[src/rtl/fan_tach_monitor_pkg.sv]
// Shared FSM state type, default parameter values and counter-width helper
// for the fan tach monitor.
package fan_tach_monitor_pkg;

    typedef enum logic [1:0] {
        ST_IDLE   = 2'd0,
        ST_SPINUP = 2'd1,
        ST_RUN    = 2'd2,
        ST_STALL  = 2'd3
    } fan_state_e;

    localparam int DEF_GATE_CYCLES     = 250000;
    localparam int DEF_COUNT_BITWIDTH  = 8;
    localparam int DEF_DEBOUNCE_CYCLES = 16;
    localparam int DEF_STALL_MIN       = 2;
    localparam int DEF_STALL_GATES     = 3;
    localparam int DEF_SPINUP_GATES    = 2;

    // Bits needed to hold every value in 0..max_val, never fewer than one.
    function automatic int cnt_width(input int max_val);
        return (max_val < 1) ? 1 : $clog2(max_val + 1);
    endfunction

endpackage

[src/rtl/tach_debounce.sv]
// Two-flop synchroniser plus debouncer for the open-collector tach line;
// the accepted level idles high and flips only after a full stable run.
module tach_debounce
    import fan_tach_monitor_pkg::*;
#(
    parameter int DEBOUNCE_CYCLES = DEF_DEBOUNCE_CYCLES
) (
    input  logic clk_i,
    input  logic rst_i,
    input  logic raw,
    output logic level
);

    localparam int            CW       = cnt_width(DEBOUNCE_CYCLES - 1);
    localparam logic [CW-1:0] CNT_LAST = CW'(DEBOUNCE_CYCLES - 1);

    logic          sync1_q, sync1_d;
    logic          sync2_q, sync2_d;
    logic          level_q, level_d;
    logic [CW-1:0] cnt_q, cnt_d;

    // Count consecutive synchronised samples that disagree with the accepted level.
    always_comb begin
        sync1_d = raw;
        sync2_d = sync1_q;
        level_d = level_q;
        cnt_d   = '0;
        if (sync2_q == level_q) begin
            cnt_d = '0;
        end else if (cnt_q == CNT_LAST) begin
            level_d = sync2_q;
            cnt_d   = '0;
        end else begin
            cnt_d = cnt_q + CW'(1);
        end
    end

    // State registers; sync stages reset high so release produces no false edge.
    always_ff @(posedge clk_i) begin
        if (rst_i) begin
            sync1_q <= 1'b1;
            sync2_q <= 1'b1;
            level_q <= 1'b1;
            cnt_q   <= '0;
        end else begin
            sync1_q <= sync1_d;
            sync2_q <= sync2_d;
            level_q <= level_d;
            cnt_q   <= cnt_d;
        end
    end

    assign level = level_q;

endmodule

[src/rtl/fan_tach_monitor.sv]
// Fan tach monitor: gated falling-edge count, spin-up/run/stall FSM.
// Define TACH_STALL_FORCE_EN to force pwm_o high while stalled.
module fan_tach_monitor
    import fan_tach_monitor_pkg::*;
#(
    parameter int GATE_CYCLES     = DEF_GATE_CYCLES,
    parameter int COUNT_BITWIDTH  = DEF_COUNT_BITWIDTH,
    parameter int DEBOUNCE_CYCLES = DEF_DEBOUNCE_CYCLES,
    parameter int STALL_MIN       = DEF_STALL_MIN,
    parameter int STALL_GATES     = DEF_STALL_GATES,
    parameter int SPINUP_GATES    = DEF_SPINUP_GATES
) (
    input  logic                      clk_i,
    input  logic                      rst_i,
    input  logic                      pwm_i,
    input  logic                      tach_i,
    input  logic                      stall_clr_i,
    output logic                      pwm_o,
    output logic [COUNT_BITWIDTH-1:0] count_o,
    output logic                      count_valid_o,
    output logic                      stall_o
);

    localparam int            GW        = cnt_width(GATE_CYCLES - 1);
    localparam int            SW        = cnt_width(SPINUP_GATES);
    localparam int            LW        = cnt_width(STALL_GATES);
    localparam logic [GW-1:0] GATE_LAST = GW'(GATE_CYCLES - 1);
    localparam logic [SW-1:0] SPIN_LOAD = SW'(SPINUP_GATES);
    localparam logic [LW-1:0] LOW_LIMIT = LW'(STALL_GATES);

    fan_state_e                state_q, state_d;
    logic [GW-1:0]             gate_cnt_q, gate_cnt_d;
    logic [COUNT_BITWIDTH-1:0] pulse_cnt_q, pulse_cnt_d;
    logic [COUNT_BITWIDTH-1:0] count_q, count_d;
    logic [SW-1:0]             spin_cnt_q, spin_cnt_d;
    logic [LW-1:0]             low_cnt_q, low_cnt_d;
    logic                      level_prev_q, level_prev_d;
    logic                      pwm_seen_q, pwm_seen_d;
    logic                      valid_q, valid_d;
    logic                      stall_q, stall_d;
    logic                      level_s, wrap_s, fall_s, active_s, low_s;

    tach_debounce #(
        .DEBOUNCE_CYCLES(DEBOUNCE_CYCLES)
    ) u_debounce (
        .clk_i(clk_i),
        .rst_i(rst_i),
        .raw  (tach_i),
        .level(level_s)
    );

    // Gate timing, edge counting and the per-gate result register.
    always_comb begin
        wrap_s       = (gate_cnt_q == GATE_LAST);
        fall_s       = level_prev_q & ~level_s;
        active_s     = pwm_seen_q | pwm_i;
        // A saturated count means the fan is clearly spinning.
        low_s        = (32'(pulse_cnt_q) < 32'(STALL_MIN)) && (pulse_cnt_q != '1);
        level_prev_d = level_s;
        gate_cnt_d   = wrap_s ? '0 : gate_cnt_q + GW'(1);
        pwm_seen_d   = wrap_s ? 1'b0 : active_s;
        valid_d      = wrap_s;
        count_d      = count_q;
        pulse_cnt_d  = pulse_cnt_q;
        if (wrap_s) begin
            count_d     = pulse_cnt_q;
            pulse_cnt_d = COUNT_BITWIDTH'(fall_s);
        end else if (fall_s && (pulse_cnt_q != '1)) begin
            pulse_cnt_d = pulse_cnt_q + COUNT_BITWIDTH'(1);
        end else begin
            pulse_cnt_d = pulse_cnt_q;
        end
    end

    // Supervisory FSM: advances only at gate wrap, except the stall clear.
    always_comb begin
        state_d    = state_q;
        spin_cnt_d = spin_cnt_q;
        low_cnt_d  = low_cnt_q;
        case (state_q)
            ST_IDLE: begin
                if (wrap_s && active_s) begin
                    state_d    = ST_SPINUP;
                    spin_cnt_d = SPIN_LOAD;
                    low_cnt_d  = '0;
                end else begin
                    state_d = ST_IDLE;
                end
            end
            ST_SPINUP: begin
                if (!wrap_s) begin
                    state_d = ST_SPINUP;
                end else if (!active_s) begin
                    state_d    = ST_IDLE;
                    spin_cnt_d = '0;
                end else if (spin_cnt_q <= SW'(1)) begin
                    state_d    = ST_RUN;
                    spin_cnt_d = '0;
                    low_cnt_d  = '0;
                end else begin
                    spin_cnt_d = spin_cnt_q - SW'(1);
                end
            end
            ST_RUN: begin
                if (!wrap_s) begin
                    state_d = ST_RUN;
                end else if (!active_s) begin
                    state_d   = ST_IDLE;
                    low_cnt_d = '0;
                end else if (!low_s) begin
                    low_cnt_d = '0;
                end else if ((low_cnt_q + LW'(1)) >= LOW_LIMIT) begin
                    state_d   = ST_STALL;
                    low_cnt_d = LOW_LIMIT;
                end else begin
                    low_cnt_d = low_cnt_q + LW'(1);
                end
            end
            ST_STALL: begin
                if (stall_clr_i) begin
                    state_d    = ST_IDLE;
                    low_cnt_d  = '0;
                    spin_cnt_d = '0;
                end else begin
                    state_d = ST_STALL;
                end
            end
            default: begin
                state_d = ST_IDLE;
            end
        endcase
        stall_d = (state_d == ST_STALL);
    end

    // All state and registered outputs.
    always_ff @(posedge clk_i) begin
        if (rst_i) begin
            state_q      <= ST_IDLE;
            gate_cnt_q   <= '0;
            pulse_cnt_q  <= '0;
            count_q      <= '0;
            spin_cnt_q   <= '0;
            low_cnt_q    <= '0;
            level_prev_q <= 1'b1;
            pwm_seen_q   <= 1'b0;
            valid_q      <= 1'b0;
            stall_q      <= 1'b0;
        end else begin
            state_q      <= state_d;
            gate_cnt_q   <= gate_cnt_d;
            pulse_cnt_q  <= pulse_cnt_d;
            count_q      <= count_d;
            spin_cnt_q   <= spin_cnt_d;
            low_cnt_q    <= low_cnt_d;
            level_prev_q <= level_prev_d;
            pwm_seen_q   <= pwm_seen_d;
            valid_q      <= valid_d;
            stall_q      <= stall_d;
        end
    end

    assign count_o       = count_q;
    assign count_valid_o = valid_q;
    assign stall_o       = stall_q;

`ifdef TACH_STALL_FORCE_EN
    assign pwm_o = pwm_i | (state_q == ST_STALL);
`else
    assign pwm_o = pwm_i;
`endif

endmodule
[config.mk]
export PLATFORM = sky130hd
export DESIGN_NAME = fan_tach_monitor
export DESIGN_NICKNAME = d
export VERILOG_FILES = /design/src/rtl/fan_tach_monitor_pkg.sv /design/src/rtl/tach_debounce.sv /design/src/rtl/fan_tach_monitor.sv
export SDC_FILE = /design/constraint.sdc
export NUM_CORES = 1
export LEC_CHECK = 0
export CAP_MARGIN = 20
export CORE_MARGIN = 4
export CORE_UTILIZATION = 60
export CTS_BUF_LIST = sky130_fd_sc_hd__clkbuf_16
export CTS_CLUSTER_SIZE = 16
export DETAILED_ROUTE_END_ITERATION = 16
export DONT_BUFFER_PORTS = 1
export GPL_TIMING_DRIVEN = 0
export PLACE_DENSITY_LB_ADDON = 0.05
export REMOVE_ABC_BUFFERS = 1
export SLEW_MARGIN = 20
export SYNTH_ARGS = -nofsm -noshare
export SYNTH_HDL_FRONTEND = slang
export SYNTH_SLANG_ARGS = --single-unit
[constraint.sdc]
create_clock -name clk_i -period 2.3 [get_ports clk_i]
set_clock_uncertainty 0.05 [all_clocks]
set_input_delay 0.69 -clock clk_i [delete_from_list [all_inputs] [get_ports clk_i]]
set_output_delay 0.69 -clock clk_i [all_outputs]
set_load 0.02 [all_outputs]
* After elaboration in Yosys (flattened, before gate mapping)
Index checks and enable logic that the tools add are counted.
** Storage, ports and cells
- Register bits :: 51
- Output and inout bits :: 11
- Word-level logic and storage cells :: 79
** Cells by class
- $add $sub $neg :: 5
- Order comparisons :: 3
- Equality and inequality tests :: 14
- Multiplexer cells :: 27
- Bitwise logic cells :: 4
- Reductions and logical operators :: 11
** Operator list (number)
- $mux 2 :: 21
- $add 18x1->18 const B :: 1
- $eq 18x18->1 const B :: 1
- $pmux 2 s4 :: 2
- $ne 2x2->1 const B :: 6
- $add 8x1->8 const B :: 1
- $lt 8x2->1 const B :: 1
- $ne 8x8->1 const B :: 1
- $eq 2x2->1 const B :: 3
- $pmux 2 s3 :: 1
- $reduce_and 6->1 :: 1
- $add 4x1->4 const B :: 1
- $eq 4x4->1 const B :: 1
- $reduce_and 4->1 :: 1
- $logic_and 1x1->1 :: 3
- $mux 1 :: 3
- $reduce_bool 3->1 :: 1
- $reduce_or 3->1 :: 1
- $add 2x1->2 const B :: 1
- $eq 2x1->1 const B :: 1
- $ge 2x2->1 const B :: 1
- $le 2x1->1 const B :: 1
- $logic_not 2->1 :: 1
- $not 1->1 :: 2
- 7 further kinds :: 7

* Depth between registers and ports, before layout
- Depth in word-level cells :: 8
- Gate-level depth with buffers :: 7
- Depth with buffers taken out :: 6

* By module
A second synthesis with hierarchy kept.
** Second synthesis, totals
- Cell total of the unflattened synthesis :: 261
- Area, all modules :: 2265.9 um2
** Modules (own cells, without submodules)
- fan_tach_monitor :: times used 1, cells each 237, area an instance 2014.4 um2
- tach_debounce :: times used 1, cells each 24, area an instance 251.5 um2

* Least setup slack after synthesis
No wires, ideal clock.
- Path type :: register -> register
- From :: register gate_cnt_q[4]
- To :: register state_q[1]
- Arrival time :: 1652 ps
- Data required time :: 2134 ps
- Slack :: 482 ps
- Stages on the path, launching flop included :: 7
- Path buffers :: 1
- Clock period less this slack :: 1818 ps
- Path through :: dfxtp_1 -> or4_1 -> nor3_2 -> and2_2 -> buf_4 -> nand3_1 -> o211a_1
** Between the ends
- Longest elaborated chain between the ends :: 3
- Elaborated cells between the ends (all ways) :: 4
- Classes of those cells :: eq/ne (1); mux (3)
** RTL lines
- start, declared :: line fan_tach_monitor.sv:32 : logic [GW-1:0] gate_cnt_q, gate_cnt_d;
- start signal, assigned :: line fan_tach_monitor.sv:150 : gate_cnt_q <= gate_cnt_d;
- $eq 18x18->1 (*) :: line fan_tach_monitor.sv:54 : wrap_s = (gate_cnt_q == GATE_LAST);
- $mux 2 (on tied branches) :: line fan_tach_monitor.sv:105, fan_tach_monitor.sv:91
- $pmux 2 s4 (*) :: line fan_tach_monitor.sv:80 : case (state_q)
- end signal, assigned :: line fan_tach_monitor.sv:149 : state_q <= state_d;
- end, declared :: line fan_tach_monitor.sv:31 : fan_state_e state_q, state_d;
Mark *: on every way between the ends. The rest lies on a longest branch, timed or not.
A chain may end at the register's enable or synchronous reset.

* Worst setup path after layout
- From :: register gate_cnt_q[7]
- To :: register stall_q (netlist: stall_o)
** Between the ends
- Longest elaborated chain between the ends :: 5
- Elaborated cells between the ends (all ways) :: 7
- Classes of those cells :: eq/ne (2); mux (4); reduce/logical (1)
** RTL lines
- $eq 18x18->1 (*) :: line fan_tach_monitor.sv:54
- $logic_and 1x1->1 :: line fan_tach_monitor.sv:82 : if (wrap_s && active_s) begin
- $mux 1 :: line fan_tach_monitor.sv:82
- $pmux 2 s4 (*) :: line fan_tach_monitor.sv:80
- $eq 2x2->1 (*) :: line fan_tach_monitor.sv:132 : stall_d = (state_d == ST_STALL);
- end signal, assigned :: line fan_tach_monitor.sv:158 : stall_q <= stall_d;
- end, declared :: line fan_tach_monitor.sv:40 : logic stall_q, stall_d;
Marked as above.

==> flow_summary.toml <==
[cells_and_area]
antenna_cells = 0
drive_gt1_share_pct = 7.393
final_common_cell = "dfxtp_1"
nNetsFinal = 267
postLayoutCoreUtil_pct = 66.34
fin_area_um2 = 2429
finalNonFillerCells = 305
final_cell_mix = "51 x dfxtp_1, 39 x nor2_1, 28 x nand2_1"
area_growth_pct = 7.001
fillerInstances = 312

[hold_path]
hold-path-cell-count = 1
min_path_type = "register to register"
min_to = "u_debounce.sync2_q"
worstHoldStart = "u_debounce.sync1_q"

[placed_design]
gp_congestion = 0.8372
place_inst = 299
io_buffers = 0
place_hpwl_um = 2887
placed_cell_area_um2 = 2281
place_ws_ps = -313.4

[worst_setup_path]
rr_endpoint = "stall_o"
r2r_slack_ps = 270
worstPathRequired_ps = 2420
cp_top_family = "simple AND/OR/NAND/NOR gates"
crit_slowest_cell = "or4b_4"
critPathMaxFanout = 14
critPathMaxStageDelay_ps = 510
r2r_start = "gate_cnt_q[7]"
arrival_ps = 2150
reg2reg_depth = 5
critPathCaptureType = "register"
crit_chain = "or4b_4 -> nor3_2 -> and2_2 -> nor3_1 -> a41o_1"
cp-start-kind = "register"
crit_type = "register to register"
worst-path-buf-inv = 0

[timing]
hold_viol = 0
clock.fmax_ghz = 0.4928
fin_crit_ps = 2029
tns_ps = 0
max-slew-margin-rel_pct = 68.87
rsz0062_at_grt = "no"
setup_viol = 0
tightest_slew_ps = 466.3
maxSlewViolCount = 0
finalWorstSetupSlack_ps = 270.7
min_period_over_period_pct = 88.23

[die]
start_util_pct = 62.00
rows = 22
die_area_um2 = 4831
top_level_ports = 16
die_y_um = 69.51
coreArea_um2 = 3661
die_w_um = 69.51

[pwr]
leakagePower_nw = 0.8411
ir_drop_mv = 0.3273
p_sw_share_pct = 19.54
p_clk_share_pct = 41.4
combPwrFrac_pct = 2.3
netSwitchingPower_w = 0.0003147
p_int_w = 0.001296
p_seq_share_pct = 56.2
powerDensity_nw_per_um2 = 663.0

[cts]
cts_setup_buffers = 0
root_buffer = "clkbuf_16"
cts_sinks = 51
cts_buffer_depth = 2
ctsHtreeMaxLevel = 2
cts_tree = "yes"
clock_latency_ps = 290
cts_buffers = 5
clk_pin_slew_ps = 60

[detailed_routing]
drt_iter0_markers = 83
viasPerCell = 5.738
remaining_drc_errors = 0
routed-via-count = 1750
first_pass_iters = 4
drt-total-wl_um = 4164
wl_per_cell_um = 13.65
ant_nets = 0

[global_routing]
grt_usage_pct = 18.72
overflow = 0
grt_pass1_vias = 1655
grt_max_degree = 26
antenna_found_initial = 0
grt_first_pass_wirelength_um = 7383

[logic_synthesis]
yosysTopAreaCell = "dfxtp_1"
async_flop_share_pct = 0
ys_seq_elements = 51
synth-edff-count = 0
yosysWarningCount = 0
synth_top_cell_area_share_pct = 44.98
synth_area_leaders = "dfxtp_1 45%, nor2_1 6.4%, xor2_1 5.4%"
synth_seq_area_share_pct = 44.98
yosysUniqueCellTypes = 46
syn_area_per_cell_um2 = 8.696
synth_area_um2 = 2270
netlist_instances = 261
ys.flop_type = "dfxtp_1"

[run_status]
status = "finished clean"

[job]
maxCapViolations = 0
timing repair:
action | CTS | global route
gates resized for setup | 2 | 2
endpoints found under the setup margin | 25 | 25
hold buffers | 0 | 0
endpoints found under the hold margin | 0 | 0
flip-flops by register name, summed over array words and instances, names as in the netlist:
register,flops
count_valid_o,1
spin_cnt_q,2
stall_o,1
pwm_seen_q,1
low_cnt_q,2
count_o,8
u_debounce.sync2_q,1
pulse_cnt_q,8
level_prev_q,1
u_debounce.sync1_q,1
u_debounce.level,1
gate_cnt_q,18
u_debounce.cnt_q,4
state_q,2
synthesized netlist by cell type, drive strengths merged, types with 2 or more instances:
cell and number:
a21oi 12, a31oi 2, a41o 2, and2 2, and3 3, and4 5
buf 5, clkbuf 5, dfxtp 51, ha 4, inv 7, mux2i 2
nand2 30, nand2b 2, nand3 16, nand3b 2, nand4 10, nor2 39
nor2b 3, nor3 6, nor4 2, o21ai 4, o31ai 2, or2 4
or3 3, xnor2 11, xor2 14
through the flow:
stage                     hold slack, ps  total power (W)
final                              370.4         0.001610
after global routing               406.0         0.001669
after CTS                          374.1         0.001627
after detailed placement           356.0        0.0009602
after global placement             356.0        0.0009591
after floorplan                    339.5        0.0009496
cell type report:
type                       count  area (um2)  area share (%)
clock inverter                 1       3.754          0.1546
inverter                       7       26.28           1.082
sequential                    51        1021           42.04
tap                           48       60.06           2.473
multi-input combinational    193        1192           49.10
clock buffer                   5       125.1           5.152
how the worst max path moves through the flow:
stage | from | to | depth (start not counted)
global route | gate_cnt_q[7] | stall_o | 5
CTS | gate_cnt_q[4] | gate_cnt_q[3] | 5
finish | gate_cnt_q[7] | stall_o | 5
floorplan | gate_cnt_q[4] | gate_cnt_q[10] | 5
global placement | gate_cnt_q[7] | gate_cnt_q[6] | 5
detailed placement | gate_cnt_q[4] | gate_cnt_q[3] | 5
kinds of logic after synthesis:
kind of cell | after synthesis | share of synthesized area, %
and+or+nand+nor | 132 | 29.49
DFF | 51 | 44.98
AOI/OAI and AO/OA | 30 | 9.481
xor gates and xnor gates | 25 | 9.647
buffers and inverters | 17 | 3.308
adders and majority gates | 4 | 2.205
muxes | 2 | 0.8821
power groups by stage:
stage	sequential, W	clock, W	combinational (W)
floorplan	0.000922	0	0.0000279
global placement	0.000924	0	0.0000351
detailed placement	0.000924	0	0.0000359
CTS	0.000905	0.000685	0.0000372
global route	0.000906	0.000719	0.0000434
finish	0.000905	0.000667	0.0000378
layer usage:
layer / GRT usage, % / share of wire (%) / up-vias
li1: - / - / 897
met1: 22.18 / 45 / 813
met2: 32.10 / 49 / 33
met3: 4.783 / 4.2 / 7
met4: 7.592 / 1.7 / 0
met5: 0 / 0 / -
Note: power is estimated with default switching activity, not from simulation.
